**src/rtl/cache_mem_ctrl_if.sv**
```systemverilog
// Cache-side and RAM-side signal bundle for the cache memory controller.
// The controller connects through the slave modport; the caches/RAM
// environment (or a testbench standing in for it) uses the master modport.
interface cache_mem_ctrl_if;
    // instruction cache side
    logic        iREN;
    logic [31:0] iaddr;
    logic        iwait;
    logic [31:0] iload;
    // data cache side
    logic        dREN;
    logic        dWEN;
    logic [31:0] daddr;
    logic [31:0] dstore;
    logic        dwait;
    logic [31:0] dload;
    // single-ported RAM side
    logic        ramREN;
    logic        ramWEN;
    logic [31:0] ramaddr;
    logic [31:0] ramstore;
    logic [31:0] ramload;
    logic        ramready;

    modport slave (
        input  iREN, iaddr, dREN, dWEN, daddr, dstore, ramload, ramready,
        output iwait, iload, dwait, dload, ramREN, ramWEN, ramaddr, ramstore
    );

    modport master (
        output iREN, iaddr, dREN, dWEN, daddr, dstore, ramload, ramready,
        input  iwait, iload, dwait, dload, ramREN, ramWEN, ramaddr, ramstore
    );
endinterface

```
**src/rtl/cache_mem_ctrl.sv**
```systemverilog
// Memory-side responder for the instruction and data caches. Arbitrates the
// two requesters onto one single-ported RAM, one access at a time, and
// answers the granted side with the wait/load handshake.
module cache_mem_ctrl #(
    parameter int D_PRIORITY = 0  // 0: round-robin on ties, 1: data side wins ties
) (
    input  logic            CLK,
    input  logic            RST,
    cache_mem_ctrl_if.slave bus
);

    typedef enum logic [1:0] {IDLE, IACC, DACC} state_t;
    typedef enum logic {GRANT_I, GRANT_D} grant_t;

    state_t      state;
    state_t      next_state;
    grant_t      last_grant;

    // request registers captured when an access is granted
    logic [31:0] lat_addr;
    logic [31:0] lat_store;
    logic        lat_wr;

    logic        d_req;
    logic        latch_en;
    logic        grant_d;

    logic        iwait;
    logic [31:0] iload;
    logic        dwait;
    logic [31:0] dload;
    logic        ram_ren;
    logic        ram_wen;
    logic [31:0] ram_addr;
    logic [31:0] ram_store;

    assign d_req = bus.dREN | bus.dWEN;

    // Next-state, arbitration and all handshake/RAM outputs.
    always_comb begin
        // NOTE: every signal gets a default before the case so no path
        // leaves one unassigned, which would infer a latch.
        next_state = state;
        latch_en   = 1'b0;
        grant_d    = 1'b0;
        iwait      = 1'b1;
        iload      = 32'h0;
        dwait      = 1'b1;
        dload      = 32'h0;
        ram_ren    = 1'b0;
        ram_wen    = 1'b0;
        ram_addr   = 32'h0;
        ram_store  = 32'h0;

        case (state)
            IDLE: begin
                if (bus.iREN && d_req) begin
                    latch_en = 1'b1;
                    grant_d  = (D_PRIORITY != 0) || (last_grant == GRANT_I);
                end else if (d_req) begin
                    latch_en = 1'b1;
                    grant_d  = 1'b1;
                end else if (bus.iREN) begin
                    latch_en = 1'b1;
                end
                if (latch_en) begin
                    next_state = grant_d ? DACC : IACC;
                end
            end

            IACC: begin
                if (!bus.iREN) begin
                    // requester gave up: no strobe, ramready ignored
                    next_state = IDLE;
                end else begin
                    ram_ren  = 1'b1;
                    ram_addr = lat_addr & 32'hFFFF_FFFC;
                    if (bus.ramready) begin
                        iwait      = 1'b0;
                        iload      = bus.ramload;
                        next_state = IDLE;
                    end
                end
            end

            DACC: begin
                if (!d_req) begin
                    next_state = IDLE;
                end else begin
                    ram_ren   = ~lat_wr;
                    ram_wen   = lat_wr;
                    ram_addr  = lat_addr & 32'hFFFF_FFFC;
                    ram_store = lat_store;
                    if (bus.ramready) begin
                        dwait      = 1'b0;
                        dload      = lat_wr ? 32'h0 : bus.ramload;
                        next_state = IDLE;
                    end
                end
            end

            default: next_state = IDLE;
        endcase

        // reset silences the RAM and both requesters immediately
        if (RST) begin
            iwait     = 1'b1;
            iload     = 32'h0;
            dwait     = 1'b1;
            dload     = 32'h0;
            ram_ren   = 1'b0;
            ram_wen   = 1'b0;
            ram_addr  = 32'h0;
            ram_store = 32'h0;
        end
    end

    // State, grant history and request registers.
    always_ff @(posedge CLK) begin
        // NOTE: non-blocking assignments so every register samples the
        // values from before this edge, independent of statement order.
        if (RST) begin
            state      <= IDLE;
            last_grant <= GRANT_I;
            lat_addr   <= 32'h0;
            lat_store  <= 32'h0;
            lat_wr     <= 1'b0;
        end else begin
            state <= next_state;
            if (latch_en) begin
                last_grant <= grant_d ? GRANT_D : GRANT_I;
                lat_addr   <= grant_d ? bus.daddr : bus.iaddr;
                lat_store  <= grant_d ? bus.dstore : 32'h0;
                lat_wr     <= grant_d & bus.dWEN;
            end
        end
    end

    assign bus.iwait    = iwait;
    assign bus.iload    = iload;
    assign bus.dwait    = dwait;
    assign bus.dload    = dload;
    assign bus.ramREN   = ram_ren;
    assign bus.ramWEN   = ram_wen;
    assign bus.ramaddr  = ram_addr;
    assign bus.ramstore = ram_store;

endmodule

```
**src/flat_wrapper.sv**
```systemverilog
// flat-port wrapper written by rule: the top's interface ports become plain ports
module cache_mem_ctrl_flat 
#(
    parameter int D_PRIORITY = 0                                                   
)
  (CLK, RST, bus_iREN, bus_iaddr, bus_dREN, bus_dWEN, bus_daddr, bus_dstore, bus_ramload, bus_ramready, bus_iwait, bus_iload, bus_dwait, bus_dload, bus_ramREN, bus_ramWEN, bus_ramaddr, bus_ramstore);
  cache_mem_ctrl_if bus_i ();
  input  logic CLK;
  input  logic RST;
  input wire logic [$bits(bus_i.iREN)-1:0] bus_iREN;
  input wire logic [$bits(bus_i.iaddr)-1:0] bus_iaddr;
  input wire logic [$bits(bus_i.dREN)-1:0] bus_dREN;
  input wire logic [$bits(bus_i.dWEN)-1:0] bus_dWEN;
  input wire logic [$bits(bus_i.daddr)-1:0] bus_daddr;
  input wire logic [$bits(bus_i.dstore)-1:0] bus_dstore;
  input wire logic [$bits(bus_i.ramload)-1:0] bus_ramload;
  input wire logic [$bits(bus_i.ramready)-1:0] bus_ramready;
  output wire logic [$bits(bus_i.iwait)-1:0] bus_iwait;
  output wire logic [$bits(bus_i.iload)-1:0] bus_iload;
  output wire logic [$bits(bus_i.dwait)-1:0] bus_dwait;
  output wire logic [$bits(bus_i.dload)-1:0] bus_dload;
  output wire logic [$bits(bus_i.ramREN)-1:0] bus_ramREN;
  output wire logic [$bits(bus_i.ramWEN)-1:0] bus_ramWEN;
  output wire logic [$bits(bus_i.ramaddr)-1:0] bus_ramaddr;
  output wire logic [$bits(bus_i.ramstore)-1:0] bus_ramstore;
  assign bus_i.iREN = bus_iREN;
  assign bus_i.iaddr = bus_iaddr;
  assign bus_i.dREN = bus_dREN;
  assign bus_i.dWEN = bus_dWEN;
  assign bus_i.daddr = bus_daddr;
  assign bus_i.dstore = bus_dstore;
  assign bus_i.ramload = bus_ramload;
  assign bus_i.ramready = bus_ramready;
  assign bus_iwait = bus_i.iwait;
  assign bus_iload = bus_i.iload;
  assign bus_dwait = bus_i.dwait;
  assign bus_dload = bus_i.dload;
  assign bus_ramREN = bus_i.ramREN;
  assign bus_ramWEN = bus_i.ramWEN;
  assign bus_ramaddr = bus_i.ramaddr;
  assign bus_ramstore = bus_i.ramstore;
  cache_mem_ctrl #(.D_PRIORITY(D_PRIORITY)) u_core (.CLK(CLK), .RST(RST), .bus(bus_i));
endmodule
```
**config.mk**
```make
export PLATFORM = sky130hd
export DESIGN_NAME = cache_mem_ctrl_flat
export DESIGN_NICKNAME = d
export VERILOG_FILES = /design/src/rtl/cache_mem_ctrl_if.sv /design/src/rtl/cache_mem_ctrl.sv /design/src/flat_wrapper.sv
export SDC_FILE = /design/constraint.sdc
export NUM_CORES = 1
export LEC_CHECK = 0
export CAP_MARGIN = 25
export CORE_MARGIN = 4
export CORE_UTILIZATION = 37
export DETAILED_ROUTE_END_ITERATION = 6
export GPL_ROUTABILITY_DRIVEN = 0
export HOLD_SLACK_MARGIN = 0.15
export MAX_ROUTING_LAYER = met4
export PLACE_DENSITY = 0.81
export RECOVER_POWER = 100
export SYNTH_ARGS = -nofsm -noshare
export SYNTH_HDL_FRONTEND = slang
export SYNTH_SLANG_ARGS = --single-unit
```
**constraint.sdc**
```tcl
create_clock -name CLK -period 1.9 [get_ports CLK]
set_input_delay 0.38 -clock CLK [delete_from_list [all_inputs] [get_ports CLK]]
set_output_delay 0.38 -clock CLK [all_outputs]
set_load 0.01 [all_outputs]
```
==> flow_metrics.tcl <==
set metrics [dict create \
    violations "negative setup slack" \
    overflow 0 \
    clkSinkCount 66 \
    routed_wirelength_mm 17.8 \
    cts_buffers 9 \
    drive_above_1_share_pct 53.0 \
    fin_ws_ns -0.256 \
    path_clk_slew_ns 0.06 \
    drv_slew 0 \
    antenna_found_initial 0 \
    clock.fmax_ghz 0.464 \
    critPathCaptureType "output pin" \
    synth_warnings 0 \
    worst_hold_path.endpoint "u_core.lat_store[31]" \
    pre_cts_slack_ns -0.695 \
    skew_ns 0.00935 \
    drc 0 \
    drtIter0Drc 294 \
    max_slew_margin_pct 65.1 \
    tightest_slew_ns 0.523 \
    seq_area_um2 1330 \
    ys_seq_area_share_pct 31.4 \
    grt_pass1_wl_mm 26.2 \
    reg2regPathDepth 7 \
    fillers 752 \
    fin_area_um2 7940 \
    die_x_um 115 \
    syn_area_um2 4210 \
    utilization_pct 72.3 \
    syn_to_final_growth_pct 88.8 \
    antenna_cells 0 \
    io_pins 266 \
    num_vias 4511 \
    ctsLongestPathBuffers 2 \
    path_max_fanout 8 \
    dominantRegCellSynth "dfxtp_1" \
    h-tree-depth 3 \
    hold_viol_final 0 \
    viasPerCell 5.17 \
    synth-async-reset-ratio_pct 0 \
    ys_ff_latch 66 \
    worstHoldPathCells 2 \
    die-area_um2 13100 \
    fin_crit_sh_pct 113 \
    crit_top_cell "buf_6" \
    num_rows 38 \
    worstSkewPairLatency_ns 0.33 \
    status "finished with violations" \
    grt_pass1_vias 4784 \
    cts_tree "done" \
    grt_setup_unrepaired "true" \
    maxCapViolations 0 \
    dpl-instance-area_um2 7000 \
    grt_max_degree 34 \
    cpPeakStageDelay_ns 0.39 \
    path_class "register to output pin" \
    avgSynthCellArea_um2 9.56 \
    p_leak_nw 3.47 \
    ant_nets 0 \
    wl_per_cell_um 20.4 \
    cp.required_ns 1.52 \
    start_util_pct 38.3 \
    fp.coreArea_um2 11000 \
    root_buffer "clkbuf_16" \
    layout.nets 866 \
    holdWs_ns 0.458 \
    r2r_slack_ns 0.15 \
    irDropWorstVdd_uv 383 \
    drtPass1Iterations 5 \
    power.density_nw_per_um2 673 \
    final_common_cell "clkdlybuf4s50_1" \
    multi_input_comb_area_um2 2750 \
    critPathArrivalTime_ns 1.78 \
    setup_viol 128 \
    dp_hpwl_mm 11.4 \
    worstPathCellList "inv_4, ha_4, nand2b_4, a21oi_4, buf_6, buf_8, and2_4, buf_6" \
    cp_slowest_cell "dfxtp_4" \
    port_buffers 259 \
    holdCritPathClass "register to register" \
    ys_types 40 \
    cp-start-kind "register" \
    gr-usage-all-layers_pct 26.2 \
    dieHeight_um 115 \
    worstReg2RegEnd "u_core.lat_store[5]" \
    min_period_ns 2.16 \
    synthesis.instances 440 \
    synth_edf_count 0 \
    rr_startpoint "u_core.state[1]" \
    final_cell_mix "clkdlybuf4s50_1, buf_6, and2_4, dfxtp_1, nor2_1" \
    worstHoldStart "u_core.lat_store[31]" \
]
synthesized netlist by cell type, drive strengths merged (2+ instances only):
library cell / n / share of area (%)
a211o: 2 / 0.42
a211oi: 31 / 9.1
a21oi: 3 / 0.45
a32oi: 32 / 6.7
and2: 127 / 19
buf: 40 / 7.0
clkbuf: 7 / 0.71
dfxtp: 66 / 31
ha: 5 / 1.5
inv: 34 / 3.0
nand2: 5 / 0.51
nand2b: 2 / 0.30
nor2: 39 / 3.6
nor3: 2 / 0.36
nor4b: 2 / 0.77
o32ai: 29 / 11
stage by stage:
step | std cells | setup TNS, ns | power (mW)
after floorplan | 441 | 0 | 2.75
after global placement | 825 | -79.31 | 3.30
after detailed placement | 825 | -83.96 | 3.36
after CTS | 873 | -26.21 | 5.28
after global routing | 872 | -32.41 | 5.55
final | 872 | -24.02 | 5.34
what timing repair did:
item,CTS,global route
resized for setup,682,110
hold buffers,0,0
pin swaps,59,38
endpoints found under the setup margin,130,159
buffers inserted,23,6
cloned,9,3
per-layer routing:
layer / share of wire [%] / global-route usage [%] / vias to the layer above
li1: - / - / 2109
met1: 36 / 28.3 / 2169
met2: 55 / 47.5 / 196
met3: 6.2 / 4.70 / 37
met4: 3.4 / 9.58 / 0
met5: 0 / - / -
cell type report:
| cell class | instances | area share [%] |
|---|---|---|
| clock buffer | 15 | 3.62 |
| clock inverter | 1 | 0.378 |
| inverter | 34 | 1.67 |
| multi-input combinational | 294 | 34.7 |
| sequential | 66 | 16.7 |
| tap | 140 | 2.21 |
| timing repair buffer | 322 | 40.7 |
power by group:
group          switching [mW]  internal (mW)  leakage (nW)
logic                   0.863          0.978          2.76
clock network           0.598           1.16         0.156
registers               0.151           1.59         0.547
total                    1.61           3.73          3.47
state kept, by name, summed over array words and instances (netlist names):
signal and count:
u_core.lat_wr 1, u_core.lat_addr 30, u_core.last_grant 1, u_core.state 2, u_core.lat_store 32
worst max path at each step:
stage / depth (start not counted) / end / slack [ns] / startpoint
after floorplan: 6 / bus_ramaddr[10] / 0.26 / u_core.state[0]
after global placement: 6 / bus_ramstore[9] / -0.70 / bus_dWEN
after detailed placement: 6 / bus_ramstore[9] / -0.70 / bus_dWEN
after CTS: 9 / bus_ramaddr[10] / -0.29 / u_core.state[1]
after global routing: 8 / bus_iload[18] / -0.32 / u_core.state[1]
final: 8 / bus_ramaddr[24] / -0.26 / u_core.state[1]
worst max-delay path, delay by kind of cell, from the launching register on:
kind,cells,cell delay [ns]
compound gates,1,0.14
buf+inv,4,0.43
fa+ha+maj,1,0.27
simple gates,2,0.22
flops,1,0.39
cell families (layout without fill, tap and decap cells):
| logic type | count (synthesis) | count (layout) | synth area share, % |
|---|---|---|---|
| multiplexers | 1 | 1 | 0.268 |
| other | 1 | 2 | 0.0892 |
| buffers and inverters | 81 | 372 | 10.8 |
| adder cells (fa/ha/maj) | 5 | 5 | 1.49 |
| flip-flops | 66 | 66 | 31.4 |
| AND/OR/NAND/NOR | 180 | 180 | 25.0 |
| AO/OA/AOI/OAI | 106 | 106 | 30.9 |
Note: power is estimated with default switching activity, not from simulation.
